<file path="config.mk">
export PLATFORM = sky130hd
export DESIGN_NAME = id_stage_pipe
export DESIGN_NICKNAME = d
export VERILOG_FILES = /design/src/rtl/rv_pkg.sv /design/src/rtl/ALU_decode.sv /design/src/rtl/id_stage_pipe_regfile.sv /design/src/rtl/imm_gen.sv /design/src/rtl/id_stage_pipe.sv
export SDC_FILE = /design/constraint.sdc
export NUM_CORES = 2
export LEC_CHECK = 0
export CAP_MARGIN = 20
export CORE_MARGIN = 1.5
export CORE_UTILIZATION = 50
export DETAILED_ROUTE_END_ITERATION = 10
export PLACE_DENSITY = 0.7
export SLEW_MARGIN = 10
export SYNTH_ARGS = -nofsm -noshare
export SYNTH_HDL_FRONTEND = slang
export SYNTH_HIERARCHICAL = 1
export SYNTH_SLANG_ARGS = --single-unit
</file>
<file path="constraint.sdc">
create_clock -name clk -period 34.2 [get_ports clk]
set_clock_uncertainty 0.05 [all_clocks]
set_input_delay 6.84 -clock clk [delete_from_list [all_inputs] [get_ports clk]]
set_output_delay 6.84 -clock clk [all_outputs]
set_load 0.01 [all_outputs]
</file>
<file path="src/rtl/rv_pkg.sv">
// Shared RV32 definitions for the decode stage: opcodes, ALU encodings and defaults.
// Also holds the operand-usage helpers used by the load-use hazard check.
package rv_pkg;

    localparam int XLEN_DEF = 32;

    localparam logic [6:0] OP_R     = 7'b0110011;
    localparam logic [6:0] OP_I     = 7'b0010011;
    localparam logic [6:0] OP_LOAD  = 7'b0000011;
    localparam logic [6:0] OP_S     = 7'b0100011;
    localparam logic [6:0] OP_B     = 7'b1100011;
    localparam logic [6:0] OP_JAL   = 7'b1101111;
    localparam logic [6:0] OP_JALR  = 7'b1100111;
    localparam logic [6:0] OP_LUI   = 7'b0110111;
    localparam logic [6:0] OP_AUIPC = 7'b0010111;

    typedef enum logic [3:0] {
        ALU_ADD    = 4'd0,
        ALU_SUB    = 4'd1,
        ALU_SLL    = 4'd2,
        ALU_SLT    = 4'd3,
        ALU_SLTU   = 4'd4,
        ALU_XOR    = 4'd5,
        ALU_SRL    = 4'd6,
        ALU_SRA    = 4'd7,
        ALU_OR     = 4'd8,
        ALU_AND    = 4'd9,
        ALU_PASS_B = 4'd10
    } alu_op_e;

    function automatic logic uses_rs1(input logic [6:0] opcode);
        return (opcode == OP_R) || (opcode == OP_I) || (opcode == OP_LOAD) ||
               (opcode == OP_S) || (opcode == OP_B) || (opcode == OP_JALR);
    endfunction

    function automatic logic uses_rs2(input logic [6:0] opcode);
        return (opcode == OP_R) || (opcode == OP_S) || (opcode == OP_B);
    endfunction

endpackage

</file>
<file path="src/rtl/ALU_decode.sv">
// Maps opcode/funct3/funct7[5] to the 4-bit ALU operation used by EX.
module ALU_decode
    import rv_pkg::*;
(
    input  logic [6:0] opcode,
    input  logic [2:0] funct3,
    input  logic       funct7_5,
    output logic [3:0] alu_control
);

    alu_op_e alu_op;

    always_comb begin
        alu_op = ALU_ADD;
        case (opcode)
            OP_R, OP_I: begin
                case (funct3)
                    3'b000:  alu_op = (opcode == OP_R && funct7_5) ? ALU_SUB : ALU_ADD;
                    3'b001:  alu_op = ALU_SLL;
                    3'b010:  alu_op = ALU_SLT;
                    3'b011:  alu_op = ALU_SLTU;
                    3'b100:  alu_op = ALU_XOR;
                    3'b101:  alu_op = funct7_5 ? ALU_SRA : ALU_SRL;
                    3'b110:  alu_op = ALU_OR;
                    default: alu_op = ALU_AND;
                endcase
            end
            // Branches compare by subtraction; LUI just passes the immediate through.
            OP_B:    alu_op = ALU_SUB;
            OP_LUI:  alu_op = ALU_PASS_B;
            default: alu_op = ALU_ADD;
        endcase
    end

    assign alu_control = alu_op;

endmodule

</file>
<file path="src/rtl/id_stage_pipe_regfile.sv">
// 2-read/1-write register file with async clear, x0 tie-off and optional WB->ID bypass.
module id_regfile
    import rv_pkg::*;
#(
    parameter int XLEN      = XLEN_DEF,
    parameter int NUM_REGS  = 32,
    parameter int WB_BYPASS = 1
) (
    input  logic            clk,
    input  logic            reset,
    input  logic [4:0]      rs1_idx,
    input  logic [4:0]      rs2_idx,
    input  logic            wb_en,
    input  logic [4:0]      wb_rd,
    input  logic [XLEN-1:0] wb_data,
    output logic [XLEN-1:0] rs1_data,
    output logic [XLEN-1:0] rs2_data
);

    localparam int         RW   = $clog2(NUM_REGS);
    localparam logic [5:0] NREG = 6'(NUM_REGS);

    logic [XLEN-1:0] regs_q [NUM_REGS];
    logic [XLEN-1:0] regs_d [NUM_REGS];
    logic            we;

    function automatic logic in_range(input logic [4:0] idx);
        return ({1'b0, idx} < NREG);
    endfunction

    // Out-of-range write addresses must not alias onto a low register via truncation.
    assign we = wb_en && (wb_rd != 5'd0) && in_range(wb_rd);

    always_comb begin
        regs_d = regs_q;
        if (we) begin
            regs_d[wb_rd[RW-1:0]] = wb_data;
        end
    end

    always_ff @(posedge clk or posedge reset) begin
        if (reset) begin
            for (int i = 0; i < NUM_REGS; i++) begin
                regs_q[i] <= '0;
            end
        end else begin
            regs_q <= regs_d;
        end
    end

    function automatic logic [XLEN-1:0] read_port(input logic [4:0] idx);
        if (idx == 5'd0 || !in_range(idx)) begin
            return '0;
        end else if (WB_BYPASS != 0 && we && wb_rd == idx) begin
            return wb_data;
        end else begin
            return regs_q[idx[RW-1:0]];
        end
    endfunction

    assign rs1_data = read_port(rs1_idx);
    assign rs2_data = read_port(rs2_idx);

endmodule

</file>
<file path="src/rtl/imm_gen.sv">
// Extracts and sign-extends the immediate for every RV32 instruction format.
module imm_gen
    import rv_pkg::*;
#(
    parameter int XLEN = XLEN_DEF
) (
    input  logic [31:0]     instr,
    output logic [XLEN-1:0] imm
);

    logic [31:0] imm32;

    always_comb begin
        imm32 = 32'd0;
        case (instr[6:0])
            OP_I, OP_LOAD, OP_JALR: imm32 = {{20{instr[31]}}, instr[31:20]};
            OP_S:     imm32 = {{20{instr[31]}}, instr[31:25], instr[11:7]};
            OP_B:     imm32 = {{19{instr[31]}}, instr[31], instr[7], instr[30:25], instr[11:8], 1'b0};
            OP_LUI, OP_AUIPC: imm32 = {instr[31:12], 12'd0};
            OP_JAL:   imm32 = {{11{instr[31]}}, instr[31], instr[19:12], instr[20], instr[30:21], 1'b0};
            default:  imm32 = 32'd0;
        endcase
    end

    assign imm = XLEN'($signed(imm32));

endmodule

</file>
<file path="src/rtl/id_stage_pipe.sv">
// RV32 decode stage: decodes the IF instruction, reads operands and loads the ID/EX register,
// inserting a bubble on a load-use hazard and dropping the instruction on flush.
module id_stage_pipe
    import rv_pkg::*;
#(
    parameter int XLEN      = XLEN_DEF,
    parameter int NUM_REGS  = 32,
    parameter int WB_BYPASS = 1
) (
    input  logic            clk,
    input  logic            reset,
    input  logic            if_valid,
    input  logic [31:0]     if_instr,
    input  logic [XLEN-1:0] if_pc,
    output logic            id_ready,
    input  logic            ex_ready,
    input  logic            flush,
    input  logic            ex_is_load,
    input  logic [4:0]      ex_rd,
    input  logic            wb_en,
    input  logic [4:0]      wb_rd,
    input  logic [XLEN-1:0] wb_data,
    output logic            id_valid,
    output logic [XLEN-1:0] id_pc,
    output logic [XLEN-1:0] id_reg_a,
    output logic [XLEN-1:0] id_reg_b,
    output logic [XLEN-1:0] id_imm,
    output logic [3:0]      id_alu_control,
    output logic [4:0]      id_rs1,
    output logic [4:0]      id_rs2,
    output logic [4:0]      id_rd,
    output logic [6:0]      id_opcode,
    output logic            id_stall
);

    logic [6:0]      opcode;
    logic [4:0]      rs1, rs2, rd;
    logic [XLEN-1:0] rs1_data, rs2_data, imm;
    logic [3:0]      alu_control;
    logic            haz;

    assign opcode = if_instr[6:0];
    assign rd     = if_instr[11:7];
    assign rs1    = if_instr[19:15];
    assign rs2    = if_instr[24:20];

    id_regfile #(
        .XLEN      (XLEN),
        .NUM_REGS  (NUM_REGS),
        .WB_BYPASS (WB_BYPASS)
    ) u_regfile (
        .clk      (clk),
        .reset    (reset),
        .rs1_idx  (rs1),
        .rs2_idx  (rs2),
        .wb_en    (wb_en),
        .wb_rd    (wb_rd),
        .wb_data  (wb_data),
        .rs1_data (rs1_data),
        .rs2_data (rs2_data)
    );

    ALU_decode u_alu_decode (
        .opcode      (opcode),
        .funct3      (if_instr[14:12]),
        .funct7_5    (if_instr[30]),
        .alu_control (alu_control)
    );

    imm_gen #(.XLEN(XLEN)) u_imm_gen (
        .instr (if_instr),
        .imm   (imm)
    );

    // Only register fields the instruction actually reads can create a load-use hazard.
    assign haz = if_valid && ex_is_load && (ex_rd != 5'd0) &&
                 ((uses_rs1(opcode) && rs1 == ex_rd) || (uses_rs2(opcode) && rs2 == ex_rd));

    assign id_stall = haz && !flush;
    assign id_ready = ex_ready && !haz;

    logic            valid_q, valid_d;
    logic [XLEN-1:0] pc_q, pc_d, reg_a_q, reg_a_d, reg_b_q, reg_b_d, imm_q, imm_d;
    logic [3:0]      alu_q, alu_d;
    logic [4:0]      rs1_q, rs1_d, rs2_q, rs2_d, rd_q, rd_d;
    logic [6:0]      opcode_q, opcode_d;

    always_comb begin
        valid_d  = valid_q;
        pc_d     = pc_q;
        reg_a_d  = reg_a_q;
        reg_b_d  = reg_b_q;
        imm_d    = imm_q;
        alu_d    = alu_q;
        rs1_d    = rs1_q;
        rs2_d    = rs2_q;
        rd_d     = rd_q;
        opcode_d = opcode_q;
        if (ex_ready) begin
            if (flush || haz) begin
                valid_d = 1'b0;
            end else begin
                valid_d  = if_valid;
                pc_d     = if_pc;
                reg_a_d  = rs1_data;
                reg_b_d  = rs2_data;
                imm_d    = imm;
                alu_d    = alu_control;
                rs1_d    = rs1;
                rs2_d    = rs2;
                rd_d     = rd;
                opcode_d = opcode;
            end
        end
    end

    always_ff @(posedge clk or posedge reset) begin
        if (reset) begin
            valid_q  <= 1'b0;
            pc_q     <= '0;
            reg_a_q  <= '0;
            reg_b_q  <= '0;
            imm_q    <= '0;
            alu_q    <= '0;
            rs1_q    <= '0;
            rs2_q    <= '0;
            rd_q     <= '0;
            opcode_q <= '0;
        end else begin
            valid_q  <= valid_d;
            pc_q     <= pc_d;
            reg_a_q  <= reg_a_d;
            reg_b_q  <= reg_b_d;
            imm_q    <= imm_d;
            alu_q    <= alu_d;
            rs1_q    <= rs1_d;
            rs2_q    <= rs2_d;
            rd_q     <= rd_d;
            opcode_q <= opcode_d;
        end
    end

    assign id_valid       = valid_q;
    assign id_pc          = pc_q;
    assign id_reg_a       = reg_a_q;
    assign id_reg_b       = reg_b_q;
    assign id_imm         = imm_q;
    assign id_alu_control = alu_q;
    assign id_rs1         = rs1_q;
    assign id_rs2         = rs2_q;
    assign id_rd          = rd_q;
    assign id_opcode      = opcode_q;

endmodule
</file>
======== After elaboration in Yosys (flattened, before gate mapping) ========
Index checks and enable logic that the tools add are counted.
word-level totals
  word-level logic and storage cells ...... 120
  flip-flop bits (word level) ............. 1179
  output and inout bits ................... 157
  bits of input ports ..................... 113
operators by class
  reductions and logical operators ........ 32
  eq/ne operators ......................... 19
  muxes and demuxes ....................... 19
  magnitude comparators ................... 4
  bitwise operators ....................... 4
operators with widths
  cell                                                        count
  bitwise mux 1024 bit                                        1
  binary-select mux 32 bit (select 5 bit)                     2
  2-to-1 mux 32 bit                                           9
  demux 32 bit (select 5 bit)                                 1
  one-hot mux 32 bit (5 select lines)                         1
  one-hot mux 4 bit (7 select lines)                          1
  == test 7 x 6 -> 1 bit, second input constant               3
  == test 7 bit, second input constant                        3
  == test 5 bit                                               4
  greater-or-equal comparator 6 bit, second input constant    3
  NOT 5 -> 6 bit                                              3
  == test 7 x 5 -> 1 bit, second input constant               2
  logical AND 1 bit                                           12
  one-hot mux 4 bit (3 select lines)                          1
  logical NOT 5 bit                                           2
  nonzero test 5 bit                                          2
  == test 3 bit, second input constant                        3
  logical OR 1 bit                                            9
  == test 7 x 2 -> 1 bit, second input constant               1
  == test 3 x 2 -> 1 bit, second input constant               2
  less-than comparator 6 x 1 -> 1 bit, second input constant  1
  OR reduction 2 bit                                          2
  == test 3 x 1 -> 1 bit, second input constant               1
  logical NOT 3 bit                                           1
  5 further kinds                                             8

======== Depth between registers and ports, before layout ========
  depth in word-level cells ............... 12
  gate-level depth with buffers ........... 11
  gate-level depth less buffers ........... 6

======== Modules after synthesis ========
The synthesis kept the hierarchy.
by module, submodules not included
  module         seq. area each (um^2)  area an instance (um^2)  times used  cells an instance
  id_regfile     25624.6                55117.9                  1           3843
  id_stage_pipe  3878.7                 6711.4                   1           358
  imm_gen        0.0                    546.8                    1           79
  ALU_decode     0.0                    136.4                    1           20

======== Least setup slack after synthesis ========
Ideal clock, no wire load.
  path type ............................... input-to-output
  start ................................... in if_instr[4]
  end ..................................... out id_stall
  stages .................................. 5
  path slack .............................. 19.674 ns
  required time ........................... 27.310 ns
  path buffers ............................ 0
  arrival time ............................ 7.636 ns
  cells stage by stage .................... nand2b_1 > a211o_1 > a21oi_2 > nand2_1 > nor2_1
on the way
  longest elaborated chain between the ends .. 10
  elaborated cells on any way between the ends .. 18
  classes of those cells .................. 6 x eq/ne; 12 x reduce/logical
RTL lines
  what                                                                     line                        RTL
  from (decl)                                                              id_stage_pipe.sv:13         input logic [31:0] if_instr,
  == test 7 x 6 -> 1 bit / == test 7 x 5 -> 1 bit (equally long branches)  rv_pkg.sv:32, rv_pkg.sv:37
  logical OR 1 bit (3 in series)                                           rv_pkg.sv:32                return (opcode == OP_R) || (opcode == OP_I) || (opcode == OP_LOAD) ||
  logical OR 1 bit (2 in series)                                           rv_pkg.sv:33                (opcode == OP_S) || (opcode == OP_B) || (opcode == OP_JALR);
  logical AND 1 bit                                                        id_stage_pipe.sv:77         ((uses_rs1(opcode) && rs1 == ex_rd) || (uses_rs2(opcode) && rs2 == ex_rd));
  logical OR 1 bit (*)                                                     id_stage_pipe.sv:77
  logical AND 1 bit (*)                                                    id_stage_pipe.sv:76         assign haz = if_valid && ex_is_load && (ex_rd != 5'd0) &&
  logical AND 1 bit (*)                                                    id_stage_pipe.sv:79         assign id_stall = haz && !flush;
  to (decl)                                                                id_stage_pipe.sv:33         output logic id_stall
Mark *: on every way between the ends. The rest lies on a longest branch, timed or not.

======== Final worst setup path ========
  start ................................... in if_instr[5]
  end ..................................... out id_stall
The elaborated chain is that of the path after synthesis.

==> results by group <==
Setup path
  • Crit-path cells: clkdlybuf4s50_1 -> nand2b_1 -> a211o_1 -> a21oi_2 -> nand2_1 -> nor2_1 -> clkdlybuf4s50_1
  • Critical path type: in2out
  • CP Data Required Time: 27310 ps
  • Reg2Reg Depth: 6
  • Reg2reg setup slack: 31830 ps
  • Startpoint Class: primary input
  • Arr. time, crit path: 9100 ps
  • R2r startpoint: u_regfile/regs_q[926]
  • Slowest library cell on the worst path: clkdlybuf4s50_1
  • Top delay family on crit path: buffers and inverters
  • R2r endpoint: id_reg_a[30]
  • Worst path bufs/invs: 2
  • Crit path from: if_instr[5]
  • CP max FO: 14
  • CP max stage delay: 780 ps
  • CP Depth: 7
  • Worst Setup End Kind: primary output
  • Worst Setup EP: id_stall
  • CP dominant cell by count: clkdlybuf4s50_1

Timing
  • Fmax: 62.54 MHz
  • Worst Hold Margin: 348.3 ps
  • Setup WS post-layout: 18210 ps
  • Slew @ Worst Pin: 1179 ps
  • Final setup violation count: 0
  • Max-slew headroom: 0.2139
  • RSZ-0062 raised after global routing: no
  • Total Neg Setup Slack: 0 ps
  • Final Max Slew Viols: 0
  • Min Tclk post-route: 15990 ps
  • Fin. Hold Viols: 0
  • Period utilization: 0.4675

Clocking
  • Hold_buf cts: 0
  • Clock latency on the worst-skew pair: 740 ps
  • CTS tree: yes
  • Clock Path Buffers: 3
  • TritonCTS Sinks: 1179
  • Post-CTS setup buffers: 0
  • Clock Tree Root: clkbuf_16
  • CTS clock-pin slew for the worst setup and hold paths: 60 ps
  • H-tree Lvls: 3
  • Cts repair resizes: 0
  • Clock buffer count from CTS: 120

Final layout
  • Final #Nets: 4459
  • Design area: 70410 sq um
  • Most common cell after layout, fill and taps aside: dfrtp_1
  • Share of layout cells above drive strength 1: 0.4502
  • Commonest cells after routing, fill and taps aside: 1179 x dfrtp_1, 1075 x mux2_2, 361 x mux4_2, 284 x mux2i_1, 259 x clkdlybuf4s50_1
  • # fillers: 9768
  • Reg area: 29500 sq um
  • Area delta synth->final: 12.64%
  • Area taken by multi-input logic gates: 30770 sq um

Die
  • Core Region: 123800 sq um
  • Die Ht: 356.6 microns
  • Die X: 356.6 microns
  • Rows: 129
  • Die area: 127200 sq um
  • Initial Util: 0.5050
  • IO Count: 270

Routing
  • Vias: 41810
  • Wirelength, routed: 203600 microns
  • ANT nets after route: 0
  • DRT iter0 DRCs: 5132
  • Vias/cell: 6.871
  • Drc violations: 96
  • DR pass1 iterations: 9
  • DR WL/cell: 33.46 microns

Synthesis
  • Area of the mapped netlist: 62510 sq um
  • Synth warnings: 6
  • Ys async rst share: 1.000
  • Mapped Nets: 4413
  • EDFF count, synth: 0
  • Main synth FF type: dfrtp_1
  • Yosys cell types: 75
  • Seq/Total Area, Yosys: 0.4720
  • #FFs+latches synth: 1179
  • Syn_area_per_cell: 14.54 sq um
  • Mapped Cells: 4300

Global routing
  • GRT Total Usage: 0.3187
  • Antenna violations before repair: 7
  • Pin count of the biggest net entering global routing: 163
  • GRT overflow: 0
  • First-pass GRT wire length: 296600 microns
  • Vias in the first global route: 42400

Place
  • Routability cong.: 0.8260
  • DP Area: 66000 sq um
  • IO buf count: 269
  • HPWL after DPL: 113500 microns
  • Pre-CTS setup slack: 18220 ps

Power and ir drop
  • Power, Total: 0.004094 W
  • LEAKAGE: 30.78 nW
  • Pwr dens: 58.14 nW/um^2
  • VDD IR-drop max: 50.65 uV

Outcome
  • Failing checks: DRC
  • Status: finished with violations

Job
  • Max Cap Viol: 0

Worst hold path
  • Hold Path Class: reg2reg
-- final cells by class --
cell class	count	share of cell area
clock inverter	52	0.009897
clock buffer	171	0.05007
antenna	1	0.00003554
timing repair buffer	398	0.05411
sequential	1179	0.4190
tap	1637	0.02909
inverter	12	0.0007996
multi-input combinational	2635	0.4370
-- routing by layer --
metal	up-vias	GRT usage	routed length (microns)
li1	16650	-	-
met1	22180	0.4337	81140
met2	2385	0.4846	91770
met3	584	0.07509	20490
met4	12	0.1492	10120
met5	-	0	82
-- how the worst min path moves through the flow --
| stage | from | to | slack, ps | cells after the start |
|---|---|---|---|---|
| 2_1_floorplan | u_regfile/regs_q[1001] | u_regfile/regs_q[1001] | 390 | 1 |
| 3_3_place_gp | u_regfile/regs_q[992] | u_regfile/regs_q[992] | 330 | 0 |
| 3_5_place_dp | u_regfile/regs_q[1006] | u_regfile/regs_q[1006] | 330 | 0 |
| 4_1_cts | u_regfile/regs_q[1007] | u_regfile/regs_q[1007] | 350 | 0 |
| 5_1_grt | u_regfile/regs_q[1023] | u_regfile/regs_q[1023] | 360 | 0 |
| 6_report | u_regfile/regs_q[992] | u_regfile/regs_q[992] | 350 | 0 |
-- registers in the layout, summed over array words and instances (netlist names) --
signal,count
id_pc,32
id_valid,1
id_rs2,5
id_reg_b,32
id_alu_control,4
id_opcode,7
id_reg_a,32
u_regfile/regs_q,1024
id_rs1,5
id_imm,32
id_rd,5
-- report_power, final --
group / total, W / switching, W / internal [W]
clock: 0.00141 / 0.000573 / 0.000834
combinational: 0.000848 / 0.000347 / 0.000501
sequential: 0.00184 / 0.000188 / 0.00165
total: 0.00409 / 0.00111 / 0.00299
-- kinds of logic (layout without fill, tap and decap cells) --
group | count (synthesis) | in the layout | share of synthesized area
AO/OA/AOI/OAI | 491 | 491 | 0.05905
XOR/XNOR | 20 | 20 | 0.002802
buffers and inverters | 486 | 633 | 0.03917
flip-flops | 1179 | 1179 | 0.4720
multiplexers | 1870 | 1870 | 0.4051
other | 0 | 1 | 0
AND/OR/NAND/NOR | 254 | 254 | 0.02194
-- metrics by stage --
stage / cells / utilization
3_5_place_dp: 5849 / 0.5332
3_3_place_gp: 5848 / 0.5330
4_1_cts: 6072 / 0.5673
2_1_floorplan: 4300 / -
6_report: 6085 / 0.5688
5_1_grt: 6084 / 0.5688
-- worst reg2reg max path, delay by kind of cell (launching register included) --
| kind | cells | cell delay [ps] |
|---|---|---|
| and+or+nand+nor | 1 | 150 |
| DFF | 1 | 390 |
| AOI/OAI and AO/OA | 3 | 950 |
| muxes | 2 | 710 |
-- cell usage after synthesis (all sizes together), types with 11 or more instances --
cell type  count  area share
mux2        1225        0.23
dfrtp       1179        0.47
mux4         361        0.13
mux2i        284       0.045
buf          238       0.024
clkbuf       236       0.014
a21oi         87      0.0073
nand2         72      0.0043
o221ai        63      0.0088
a22oi         61      0.0073
o21ai         47      0.0038
a221oi        44      0.0062
o22ai         43      0.0044
a221o         35      0.0056
a32o          33      0.0053
nor2          30      0.0018
nand3         26      0.0021
nor3          20      0.0016
nand2b        19      0.0019
xnor2         18      0.0025
nor4          14      0.0015
a211o         12      0.0017
nor2b         12      0.0012
inv           11     0.00066
No activity file was read; power rests on OpenSTA's default activity.
